==> config.mk <==
export PLATFORM = sky130hd
export DESIGN_NAME = riscv_muldiv
export DESIGN_NICKNAME = d
export VERILOG_FILES = /design/src/rtl/riscv_muldiv_pkg.sv /design/src/rtl/riscv_muldiv_divstep.sv /design/src/rtl/riscv_muldiv.sv
export SDC_FILE = /design/constraint.sdc
export NUM_CORES = 1
export LEC_CHECK = 0
export BUFFER_PORTS_ARGS = -buffer_cell sky130_fd_sc_hd__buf_2
export CAP_MARGIN = 25
export CORE_MARGIN = 1.5
export CORE_UTILIZATION = 56
export CTS_BUF_LIST = sky130_fd_sc_hd__clkbuf_16
export DETAILED_ROUTE_END_ITERATION = 16
export GPL_TIMING_DRIVEN = 0
export PLACE_DENSITY = 0.83
export SLEW_MARGIN = 20
export SYNTH_ARGS = -nofsm -noshare
export SYNTH_HDL_FRONTEND = slang
export SYNTH_SLANG_ARGS = --single-unit
==> constraint.sdc <==
create_clock -name clock -period 9.3 [get_ports clock]
set_input_delay 0.93 -clock clock [delete_from_list [all_inputs] [get_ports clock]]
set_output_delay 0.93 -clock clock [all_outputs]
set_load 0.005 [all_outputs]
==> src/rtl/riscv_muldiv_pkg.sv <==
// Shared decode for the M-extension unit: funct3 codes, FSM states and
// operand-signedness helpers used at request accept.
package riscv_muldiv_pkg;

  localparam logic [2:0] F3_MUL    = 3'd0;
  localparam logic [2:0] F3_MULH   = 3'd1;
  localparam logic [2:0] F3_MULHSU = 3'd2;
  localparam logic [2:0] F3_MULHU  = 3'd3;
  localparam logic [2:0] F3_DIV    = 3'd4;
  localparam logic [2:0] F3_DIVU   = 3'd5;
  localparam logic [2:0] F3_REM    = 3'd6;
  localparam logic [2:0] F3_REMU   = 3'd7;

  typedef enum logic [1:0] {
    IDLE = 2'd0,
    MUL  = 2'd1,
    DIV  = 2'd2,
    DONE = 2'd3
  } state_t;

  // mul treats a as signed; only its low half is kept, so the choice is free
  function automatic logic is_signed_a(input logic [2:0] f3);
    return (f3 == F3_MUL) || (f3 == F3_MULH) || (f3 == F3_MULHSU) ||
           (f3 == F3_DIV) || (f3 == F3_REM);
  endfunction

  function automatic logic is_signed_b(input logic [2:0] f3);
    return (f3 == F3_MUL) || (f3 == F3_MULH) || (f3 == F3_DIV) || (f3 == F3_REM);
  endfunction

endpackage

==> src/rtl/riscv_muldiv_divstep.sv <==
// One restoring-division step: shift in the next dividend bit, subtract the
// divisor if it fits. Purely combinational, no handshake.
module riscv_muldiv_divstep #(
  parameter int XLEN = 32
) (
  input  logic [XLEN-1:0] rem,
  input  logic            dividend_bit,
  input  logic [XLEN-1:0] divisor,
  output logic [XLEN-1:0] rem_next,
  output logic            quo_bit
);

  logic [XLEN:0] shifted;
  logic [XLEN:0] diff;

  // rem < divisor keeps shifted - divisor inside (-2^XLEN, 2^XLEN), so the
  // top bit of the XLEN+1 bit difference is a clean borrow flag
  assign shifted  = {rem, dividend_bit};
  assign diff     = shifted - {1'b0, divisor};
  assign quo_bit  = ~diff[XLEN];
  assign rem_next = quo_bit ? diff[XLEN-1:0] : shifted[XLEN-1:0];

endmodule

==> src/rtl/riscv_muldiv.sv <==
// Iterative RV M-extension unit: one op at a time, result registered in DONE
// and held until out_ready; in_ready only when idle or the result is leaving.
module riscv_muldiv
  import riscv_muldiv_pkg::*;
#(
  parameter int XLEN     = 32,
  parameter int MUL_BITS = 2
) (
  input  logic            clock,
  input  logic            reset,
  input  logic            in_valid,
  output logic            in_ready,
  input  logic [2:0]      funct3,
  input  logic [XLEN-1:0] operand_a,
  input  logic [XLEN-1:0] operand_b,
  input  logic            kill,
  output logic            out_valid,
  input  logic            out_ready,
  output logic [XLEN-1:0] result
);

  localparam int CW = $clog2(XLEN);
  localparam logic [XLEN-1:0] MOST_NEG = {1'b1, {(XLEN-1){1'b0}}};

  state_t state, state_next, start_state;

  logic              accept;
  logic              a_neg, b_neg;
  logic [XLEN-1:0]   a_mag, b_mag;
  logic              fast;
  logic [XLEN-1:0]   fast_res;

  logic [2:0]        op;
  logic              neg_q;     // sign of product / quotient
  logic              neg_r;     // sign of remainder
  logic [2*XLEN-1:0] acc;
  logic [2*XLEN-1:0] mcand;
  logic [XLEN-1:0]   mplier;    // multiplier, or divisor magnitude
  logic [XLEN-1:0]   quo;
  logic [XLEN-1:0]   rem;
  logic [CW-1:0]     cnt;

  logic [2*XLEN-1:0] partial, acc_sum, prod;
  logic [XLEN-1:0]   mplier_next;
  logic              mul_last;
  logic [XLEN-1:0]   rem_nx, quo_nx, rem_fin, quo_fin;
  logic              quo_bit;

  assign in_ready  = ~reset && ((state == IDLE) || ((state == DONE) && out_ready));
  assign accept    = in_valid && in_ready && ~kill;
  assign out_valid = (state == DONE);

  assign a_neg = is_signed_a(funct3) && operand_a[XLEN-1];
  assign b_neg = is_signed_b(funct3) && operand_b[XLEN-1];
  assign a_mag = a_neg ? -operand_a : operand_a;
  assign b_mag = b_neg ? -operand_b : operand_b;

  always_comb begin
    fast     = 1'b0;
    fast_res = '0;
    case (funct3)
      F3_MUL, F3_MULH, F3_MULHSU, F3_MULHU: begin
        fast = (operand_a == '0) || (operand_b == '0);
      end
      F3_DIV, F3_REM: begin
        if (operand_b == '0) begin
          fast     = 1'b1;
          fast_res = (funct3 == F3_REM) ? operand_a : '1;
        end else if ((operand_a == MOST_NEG) && (operand_b == '1)) begin
          fast     = 1'b1;
          fast_res = (funct3 == F3_REM) ? '0 : MOST_NEG;
        end
      end
      F3_DIVU, F3_REMU: begin
        if (operand_b == '0) begin
          fast     = 1'b1;
          fast_res = (funct3 == F3_REMU) ? operand_a : '1;
        end
      end
      default: begin
        fast = 1'b0;
      end
    endcase
  end

  // Multiply step: add |a| times the next MUL_BITS multiplier bits
  always_comb begin
    partial = '0;
    for (int i = 0; i < MUL_BITS; i++) begin
      if (mplier[i]) begin
        partial = partial + (mcand << i);
      end
    end
    acc_sum     = acc + partial;
    mplier_next = mplier >> MUL_BITS;
    prod        = neg_q ? -acc_sum : acc_sum;
  end

  assign mul_last = (mplier_next == '0);

  riscv_muldiv_divstep #(.XLEN(XLEN)) u_divstep (
    .rem          (rem),
    .dividend_bit (quo[XLEN-1]),
    .divisor      (mplier),
    .rem_next     (rem_nx),
    .quo_bit      (quo_bit)
  );

  assign quo_nx  = {quo[XLEN-2:0], quo_bit};
  assign quo_fin = neg_q ? -quo_nx : quo_nx;
  assign rem_fin = neg_r ? -rem_nx : rem_nx;

  always_comb begin
    start_state = funct3[2] ? DIV : MUL;
    if (fast) begin
      start_state = DONE;
    end
  end

  always_comb begin
    state_next = state;
    case (state)
      IDLE: begin
        if (accept) state_next = start_state;
      end
      MUL: begin
        if (mul_last) state_next = DONE;
      end
      DIV: begin
        if (cnt == '0) state_next = DONE;
      end
      DONE: begin
        if (accept)         state_next = start_state;
        else if (out_ready) state_next = IDLE;
      end
      default: begin
        state_next = IDLE;
      end
    endcase
    if (kill) begin
      state_next = IDLE;
    end
  end

  always_ff @(posedge clock) begin
    if (reset) begin
      state <= IDLE;
    end else begin
      state <= state_next;
    end
  end

  always_ff @(posedge clock) begin
    if (reset) begin
      result <= '0;
      op     <= '0;
      neg_q  <= 1'b0;
      neg_r  <= 1'b0;
      acc    <= '0;
      mcand  <= '0;
      mplier <= '0;
      quo    <= '0;
      rem    <= '0;
      cnt    <= '0;
    end else if (accept) begin
      op     <= funct3;
      neg_q  <= a_neg ^ b_neg;
      neg_r  <= a_neg;
      acc    <= '0;
      mcand  <= {{XLEN{1'b0}}, a_mag};
      mplier <= b_mag;
      quo    <= a_mag;
      rem    <= '0;
      cnt    <= CW'(XLEN-1);
      if (fast) begin
        result <= fast_res;
      end
    end else if (~kill) begin
      case (state)
        MUL: begin
          acc    <= acc_sum;
          mcand  <= mcand << MUL_BITS;
          mplier <= mplier_next;
          if (mul_last) begin
            result <= (op == F3_MUL) ? prod[XLEN-1:0] : prod[2*XLEN-1:XLEN];
          end
        end
        DIV: begin
          rem <= rem_nx;
          quo <= quo_nx;
          cnt <= cnt - CW'(1);
          if (cnt == '0) begin
            result <= ((op == F3_REM) || (op == F3_REMU)) ? rem_fin : quo_fin;
          end
        end
        default: begin
        end
      endcase
    end
  end

endmodule
* Word-level counts from Yosys, hierarchy flattened *
Index checks and enable logic that the tools add are counted.

cells by class
  add/sub/neg operators = 9
  equality and inequality tests = 22
  muxes and demuxes = 47
  bitwise logic cells = 4
  reduce and logical (&&, ||, !) cells = 37

operators with widths
  kind                  count
  $mux 32               27
  $mux 64               3
  $add 64x64->64        2
  $neg 32->32           4
  $pmux 32 s2           2
  $logic_not 32->1      3
  $eq 32x32->1 const B  2
  $neg 64->64           1
  $sub 33x32->33        1
  $eq 3x3->1 const B    6
  $mux 5                3
  $mux 2                7
  $logic_or 1x1->1      9
  $pmux 2 s4            1
  $reduce_and 2->1      4
  $reduce_or 2->1       4
  $logic_and 1x1->1     7
  $eq 3x2->1 const B    2
  $logic_not 3->1       2
  $ne 2x2->1 const B    3
  $ne 3x3->1 const B    2
  $logic_not 5->1       1
  $reduce_and 5->1      1
  $sub 5x1->5 const B   1
  14 further kinds      21

word-level totals
  register bits after elaboration = 268
  input port bits = 72
  output and inout port bits = 34
  word-level logic and storage cells = 131

* Logic depth before layout (Yosys ltp) *
Gate-level depths: netlist of the first run.

  depth after elaboration = 11
  gate-level depth with buffers = 39
  depth with buffers taken out = 30

* Modules after synthesis *
A second synthesis of the first run with hierarchy kept.

unflattened totals
  cells, all modules = 4053
  area total of the unflattened synthesis = 28275.9 µm²

modules (own cells, without submodules)
  module                instances  cells each  area an instance (µm²)  seq. area each (µm²)
  riscv_muldiv          1          3748        25917.4                 5365.1
  riscv_muldiv_divstep  1          305         2358.5                  0.0

* Worst setup path after synthesis of the first run *
Ideal clock, no wire load.

  path type = flip-flop to flip-flop
  start = reg mplier[0]
  end = reg result[15]
  arrival time = 8.609 ns
  slack = 0.545 ns
  stages on the path, launching flop included = 37
  buffers on the path = 9
  clock period less this slack = 8.755 ns
  cells stage by stage = dfxtp_1 > clkbuf_1 > clkbuf_1 > clkbuf_1 > clkbuf_1 > buf_1 > clkbuf_1 > clkbuf_1 > nand2_1 > inv_1 > ha_1 > inv_1 > fa_1 > and4b_1 > o21ai_0 > a31oi_1 > o211ai_1 > a211o_1 > a31o_2 > o21ai_0 > xor2_1 > mux2_2 > ha_1 > clkbuf_1 > nand4_1 > nor4_1 > nand2_1 > o211ai_1 > nor2_1 > xnor2_1 > or3_1 > or4_1 > buf_6 > nor3_1 > mux2_2 > o21ai_0 > a41oi_1

on the way
  longest elaborated chain between the ends = 11
  elaborated cells on any way between the ends = 20
  classes of those cells = add/sub (6); mux (13); bitwise (1)

RTL lines
  item                    line                 source
  from (decl)             riscv_muldiv.sv:38   logic [XLEN-1:0] mplier;
  from (signal assigned)  riscv_muldiv.sv:171  mplier <= b_mag;
  from (signal assigned)  riscv_muldiv.sv:183  mplier <= mplier_next;
  $mux 64                 riscv_muldiv.sv:90   if (mplier[i]) begin
  $add 64x64->64          riscv_muldiv.sv:91   partial = partial + (mcand << i);
  $mux 64                 riscv_muldiv.sv:90
  $add 64x64->64          riscv_muldiv.sv:94   acc_sum = acc + partial;
  $neg 64->64             riscv_muldiv.sv:96   prod = neg_q ? -acc_sum : acc_sum;
  $mux 64                 riscv_muldiv.sv:96
  $mux 32                 riscv_muldiv.sv:185  result <= (op == F3_MUL) ? prod[XLEN-1:0] : prod[2*XLEN-1:XLEN];
  $mux 32                 riscv_muldiv.sv:184  if (mul_last) begin
  $pmux 32 s2 *           riscv_muldiv.sv:179  case (state)
  $mux 32 *               riscv_muldiv.sv:178  end else if (~kill) begin
  $mux 32 *               riscv_muldiv.sv:165  end else if (accept) begin
  to (signal assigned)    riscv_muldiv.sv:176  result <= fast_res;
  to (signal assigned)    riscv_muldiv.sv:185
  to (signal assigned)    riscv_muldiv.sv:193  result <= ((op == F3_REM) || (op == F3_REMU)) ? rem_fin : quo_fin;
  to (decl)               riscv_muldiv.sv:19   output logic [XLEN-1:0] result

Every way passes the cells marked *; elsewhere a longest branch is shown, timed or not. The select of a mux whose other input is x is not followed.
A chain may end at the register's enable or synchronous reset.

* Final worst setup path of the first run *
  start = reg mplier[0]
  end = reg result[20]

Same word-level chain as after synthesis.

==> impl_metrics.yaml, run 1 <==
worst_setup_path:
  crit_path_max_incr_delay_ns: 0.59
  worst-endpoint-required_ns: 9.70
  end_kind: "flop"
  ff2ff_setup_slack_ns: 0.20
  crit_path_start_kind: "flop"
  timing.critical_path.slowest_stage_cell: "o21ai_0"
  timing.critical_path.fanout_max: 19
  critical_path_type: "reg -> reg"
  critPathMostFrequentCell: "nand2_1"
  cp_data_arrival_time_ns: 9.50
place:
  globalplace.congestion: 1.071
  detailedPlacementHpwl_um: 110200
  io_buffers: 103
clock_tree:
  tritoncts.num_buffers: 35
  insertion_delay_ns: 0.57
  clock_sink_count: 268
  cts-hold-fix-buffers: 0
  clock_tree.buffer_depth: 3
  tritoncts: "yes"
  h-tree-depth: 2
  cts.root.buffer_cell: "clkbuf_16"
  cts.clk_slew.worst_paths_ns: 0.06
drt:
  drt-wirelength-per-cell_um: 26.17
  dr_wl_met2_um: 59060
  drt_drc_violations_left: 0
  route.top_layer_used: "met4"
  route.detailed.vias_per_inst: 6.945
  detailroute.via_count: 36860
  detailedRoute.firstIterationViolations: 4947
  first_pass_iters: 7
  m1WireLength_um: 51160
  finalWirelength_um: 138900
  detail-route-antenna-nets: 0
  met3_wirelength_um: 16510
global_routing:
  antenna_found_initial: 2
  grt_pass1_vias: 32960
  overflow: 0
  grt.total_usage_pct: 48.91
  wire_length_of_the_first_global_routing_pass_um: 202500
  grt_start_max_net_pins: 14
floorplanning:
  rows: 84
  core_area_um2: 52660
  initial_utilization_pct: 56.87
  io_pins: 106
  full_die_area_um2: 54870
  die_x_um: 234.2
  floorplan.die.height_um: 234.2
yosys:
  edff_count_synth: 0
  ys_dominant_reg_cell: "dfxtp_1"
  netlist_instances: 4419
  post_synth.cell_area_avg_um2: 6.777
  ys_ff_latch: 268
  synth.yosys.warnings: 0
  synthArstFlopShare_pct: 0
  synth_nets: 4641
  ys_types: 100
  netlist_area_um2: 29950
  synth-seq-area-share_pct: 17.92
timing:
  setup-tns-final_ns: 0
  setup_viol: 0
  layout_min_cycle_time_ns: 9.104
  achievable-frequency_ghz: 0.1098
  timing_max_transition_violations_final: 0
  hold_slack_ns: 0.4583
  timing.max_slew.rel_slack_pct: 21.96
  finalHoldViolCount: 0
  grt_setup_unrepaired: "no"
  worst_clock_skew_ns: 0.02542
  final_min_period_over_clock_period_pct: 97.89
  worst_pin_slew_ns: 1.163
layout:
  finalCoreUtilization_pct: 63.22
  area_delta_synth_final_pct: 11.16
  fraction_of_final_layout_cells_with_drive_strength_greater_than_1_pct: 8.833
  antenna_cells_inserted: 0
  nets: 4817
hold_path:
  min_path_type: "reg -> reg"
power:
  worst_ir_drop_vdd_mv: 0.1174
  post-layout-total-power_uw: 3885
  p_per_area_nw_per_um2: 116.7
  p_leak_uw: 0.01219
job:
  timing.max_cap.violations: 0
outcome:
  run_status: "completed"
-- sequential cells by signal, summed over array words and instances, names as in the netlist --
name,count
mcand,64
state,2
cnt,5
mplier,32
neg_r,1
rem,32
result,32
quo,32
op,3
acc,64
neg_q,1
-- final timing paths --
kind              from    endpoint  cells past startpoint
max          mplier[0]  result[20]                     36
min            acc[55]     acc[55]                      2
max reg2reg  mplier[0]  result[20]                     36
min reg2reg    acc[55]     acc[55]                      2
-- metal layers --
layer,global-route usage (%),up-vias
met2,74.95,2438
met5,0,-
li1,-,16560
met4,36.54,0
met1,58.71,17270
met3,12.69,590
-- layout by cell type (no fill, tap or decap), types with 83 or more instances in the layout --
master / count
o21ai_0: 286
nor2_1: 410
nor3_1: 91
dfxtp_1: 267
buf_2: 119
and2_1: 83
a21oi_1: 414
clkbuf_1: 245
inv_1: 118
xor2_1: 133
nand2_1: 676
xnor2_1: 124
ha_1: 144
-- synth_stat cells, types with 67 or more instances --
cell | instances | area [um^2]
dfxtp_1 | 268 | 5365
and2_1 | 83 | 519.3
a21o_1 | 68 | 510.5
xor2_1 | 138 | 1209
nand3_1 | 75 | 375.4
xnor2_1 | 131 | 1147
ha_1 | 147 | 1839
nand2_1 | 677 | 2541
nor3_1 | 93 | 465.5
a21oi_1 | 421 | 2107
inv_1 | 113 | 424.2
nor2_1 | 416 | 1562
a31oi_1 | 67 | 419.2
a211oi_1 | 81 | 608.1
nand4_1 | 79 | 494.2
clkbuf_1 | 260 | 975.9
o211ai_1 | 79 | 593.1
o21ai_0 | 302 | 1511
-- through the flow --
step           instance area [um^2]  std cells  setup slack [ns]
2_1_floorplan                 29950       4419            0.5454
5_1_grt                       33290       5307           0.03976
3_5_place_dp                  31370       5213            -4.249
4_1_cts                       32880       5286           0.04950
6_report                      33290       5307            0.1961
3_3_place_gp                  31320       5210            -4.596
-- logic make-up after synthesis --
family                     count (synthesis)  share of synthesized area [%]
and+or+nand+nor                         1751                          27.46
DFF                                      268                          17.92
buffers and inverters                    427                          5.574
xor gates and xnor gates                 269                          7.867
muxes                                     66                          2.336
AOI/OAI and AO/OA                       1488                          32.51
adders and majority gates                150                          6.342
-- worst max-delay path: cells and delay by family (launching register included) --
kind                     cells  cell delay [ns]
AND/OR/NAND/NOR             11             2.62
buffers and inverters       12             2.32
XOR/XNOR                     2             0.47
multiplexers                 1             0.39
flip-flops                   1             0.46
AO/OA/AOI/OAI                7             1.80
adder cells (fa/ha/maj)      3             0.85
-- final cells by class --
class	instances	area [um^2]
clock inverters	26	231.5
repair buffers	146	835.8
well taps	688	860.8
inverters	114	427.9
clock buffers	35	875.8
flip-flops and latches	268	5369
plain buffers	306	1295
multi-input cells	3724	23390
fillers	4995	19370
-- power by group --
part           switching [uW]  leakage, uW  internal, uW  total (uW)
clock                     589     0.000555           796        1380
sequential               42.7      0.00217          1180        1220
combinational             872      0.00947           403        1270
-- what timing repair did --
| action | in CTS | in global routing |
|---|---|---|
| gates resized for setup | 66 | 55 |
| endpoints found under the setup margin | 82 | 33 |
| setup buffers | 15 | 18 |
| endpoints found under the hold margin | 0 | 0 |
| pin swaps | 12 | 16 |
Power figures use the tool's default switching activity.
==> inputs of run 2 (changes only) <==
==> constraint.sdc (replaced) <==
create_clock -name clock -period 9.3 [get_ports clock]
set_input_delay 0 -clock clock [delete_from_list [all_inputs] [get_ports clock]]
set_output_delay 0 -clock clock [all_outputs]
set_load 0.005 [all_outputs]
==> impl_metrics.yaml, run 2 (same netlist as run 1, synthesis figures left out) <==
outcome:
  run_status: "completed"
drt:
  route.detailed.vias_per_inst: 6.956
  detailedRoute.firstIterationViolations: 5176
  drt_drc_violations_left: 0
  detailroute.via_count: 37240
  drt-wirelength-per-cell_um: 26.17
  first_pass_iters: 6
  detail-route-antenna-nets: 0
  finalWirelength_um: 140100
power:
  worst_ir_drop_vdd_mv: 0.1214
  p_per_area_nw_per_um2: 115.9
  p_leak_uw: 0.01238
floorplanning:
  io_pins: 106
  initial_utilization_pct: 56.87
  rows: 84
  floorplan.die.height_um: 234.2
  core_area_um2: 52660
  die_x_um: 234.2
  full_die_area_um2: 54870
timing:
  final_min_period_over_clock_period_pct: 98.48
  timing_max_transition_violations_final: 0
  worst_clock_skew_ns: 0.02389
  finalHoldViolCount: 0
  hold_slack_ns: 0.01979
  min_setup_slack_post_route_ns: 0.1411
  layout_min_cycle_time_ns: 9.159
  timing.max_slew.rel_slack_pct: 21.82
  worst_pin_slew_ns: 1.165
  setup_viol: 0
  achievable-frequency_ghz: 0.1092
  setup-tns-final_ns: 0
worst_setup_path:
  critPathMostFrequentCell: "nand2_1"
  startpoint: "mplier[0]"
  crit_path_start_kind: "flop"
  timing.critical_path.slowest_stage_cell: "or4_4"
  crit_path_max_incr_delay_ns: 0.52
  timing.critical_path.fanout_max: 19
  end_kind: "flop"
  regToRegStartpoint: "mplier[0]"
  critical_path_type: "reg -> reg"
  worst-endpoint-required_ns: 9.71
  cp_data_arrival_time_ns: 9.57
clock_tree:
  clock_sink_count: 268
  insertion_delay_ns: 0.57
  clock_tree.buffer_depth: 3
  tritoncts: "yes"
  cts.clk_slew.worst_paths_ns: 0.06
  cts.root.buffer_cell: "clkbuf_16"
  tritoncts.num_buffers: 35
  h-tree-depth: 2
hold_path:
  hold_path_startpoint: "operand_a[3]"
  min_path_type: "in -> reg"
global_routing:
  grt.total_usage_pct: 49.32
  grt_start_max_net_pins: 14
  overflow: 0
  wire_length_of_the_first_global_routing_pass_um: 204400
  grt_pass1_vias: 33390
  antenna_found_initial: 2
layout:
  nets: 4863
  antenna_cells_inserted: 0
  mostFrequentLayoutCell: "nand2_1"
  fraction_of_final_layout_cells_with_drive_strength_greater_than_1_pct: 8.617
  layout.cells.most_common_list: "nand2_1, nor2_1, a21oi_1"
  top_regs: "acc (64), mcand (64)"
  nFillCells: 4910
  design_area_um2: 33720
  area_delta_synth_final_pct: 12.62
place:
  globalplace.congestion: 1.071
  pre_cts_ws_ns: -4.249
  detailedPlacementHpwl_um: 110200
  placement.cell_area_um2: 31370
  io_buffers: 103
job:
  timing.max_cap.violations: 0
[run 2: final cells by class]
type / instances / area (um^2) / area share, %
Buffer: 308 / 1303 / 3.862
Clock buffer: 35 / 875.8 / 2.597
Inverter: 114 / 427.9 / 1.269
Timing Repair Buffer: 190 / 1281 / 3.799
Tap cell: 688 / 860.8 / 2.553
Multi-Input combinational cell: 3724 / 23380 / 69.31
Clock inverter: 26 / 231.5 / 0.6864
Sequential cell: 268 / 5369 / 15.92
[run 2: per-stage QoR]
step / std cells / util, % / total power (uW)
floorplan: 4419 / - / 2033
global placement: 5210 / 59.49 / 2438
detailed placement: 5213 / 59.58 / 2442
CTS: 5332 / 63.32 / 3817
global route: 5353 / 64.05 / 4002
finish: 5353 / 64.05 / 3907
[run 2: final timing paths]
check	slack, ns	cells after the start	to
min	0.02	3	result[3]
max reg2reg	0.14	38	result[20]
max	0.14	38	result[20]
min reg2reg	0.46	2	acc[20]
[run 2: repair_timing]
action | 4_1_cts | 5_1_grt
endpoints found under the setup margin | 82 | 33
resized for setup | 66 | 46
hold endpoints to repair | 48 | 0
pin swaps | 12 | 16
setup buffers | 15 | 16
hold buffers | 46 | 0
[run 2: layer usage]
layer  share of wire (%)  vias to the layer above  routed length [um]  GRT usage, %
met2                  42                     2582               59200         75.18
met1                  37                    17370               51340         59.01
met5                   0                        -                   0             0
met3                  12                      631               16730         12.60
met4                 9.1                        0               12810         38.64
li1                    -                    16660                   -             -
[run 2: report_power, final]
part	switching, uW	internal [uW]
clock	593	796
combinational	878	415
sequential	43.3	1180
total	1510	2390
[run 2: critical path, delay by kind of cell, from the launching register on]
kind | cells | cell delay [ns]
AND/OR/NAND/NOR | 11 | 2.68
buffers and inverters | 13 | 2.36
AO/OA/AOI/OAI | 8 | 1.59
adder cells (fa/ha/maj) | 3 | 0.88
XOR/XNOR | 2 | 0.60
flip-flops | 1 | 0.45
multiplexers | 1 | 0.39
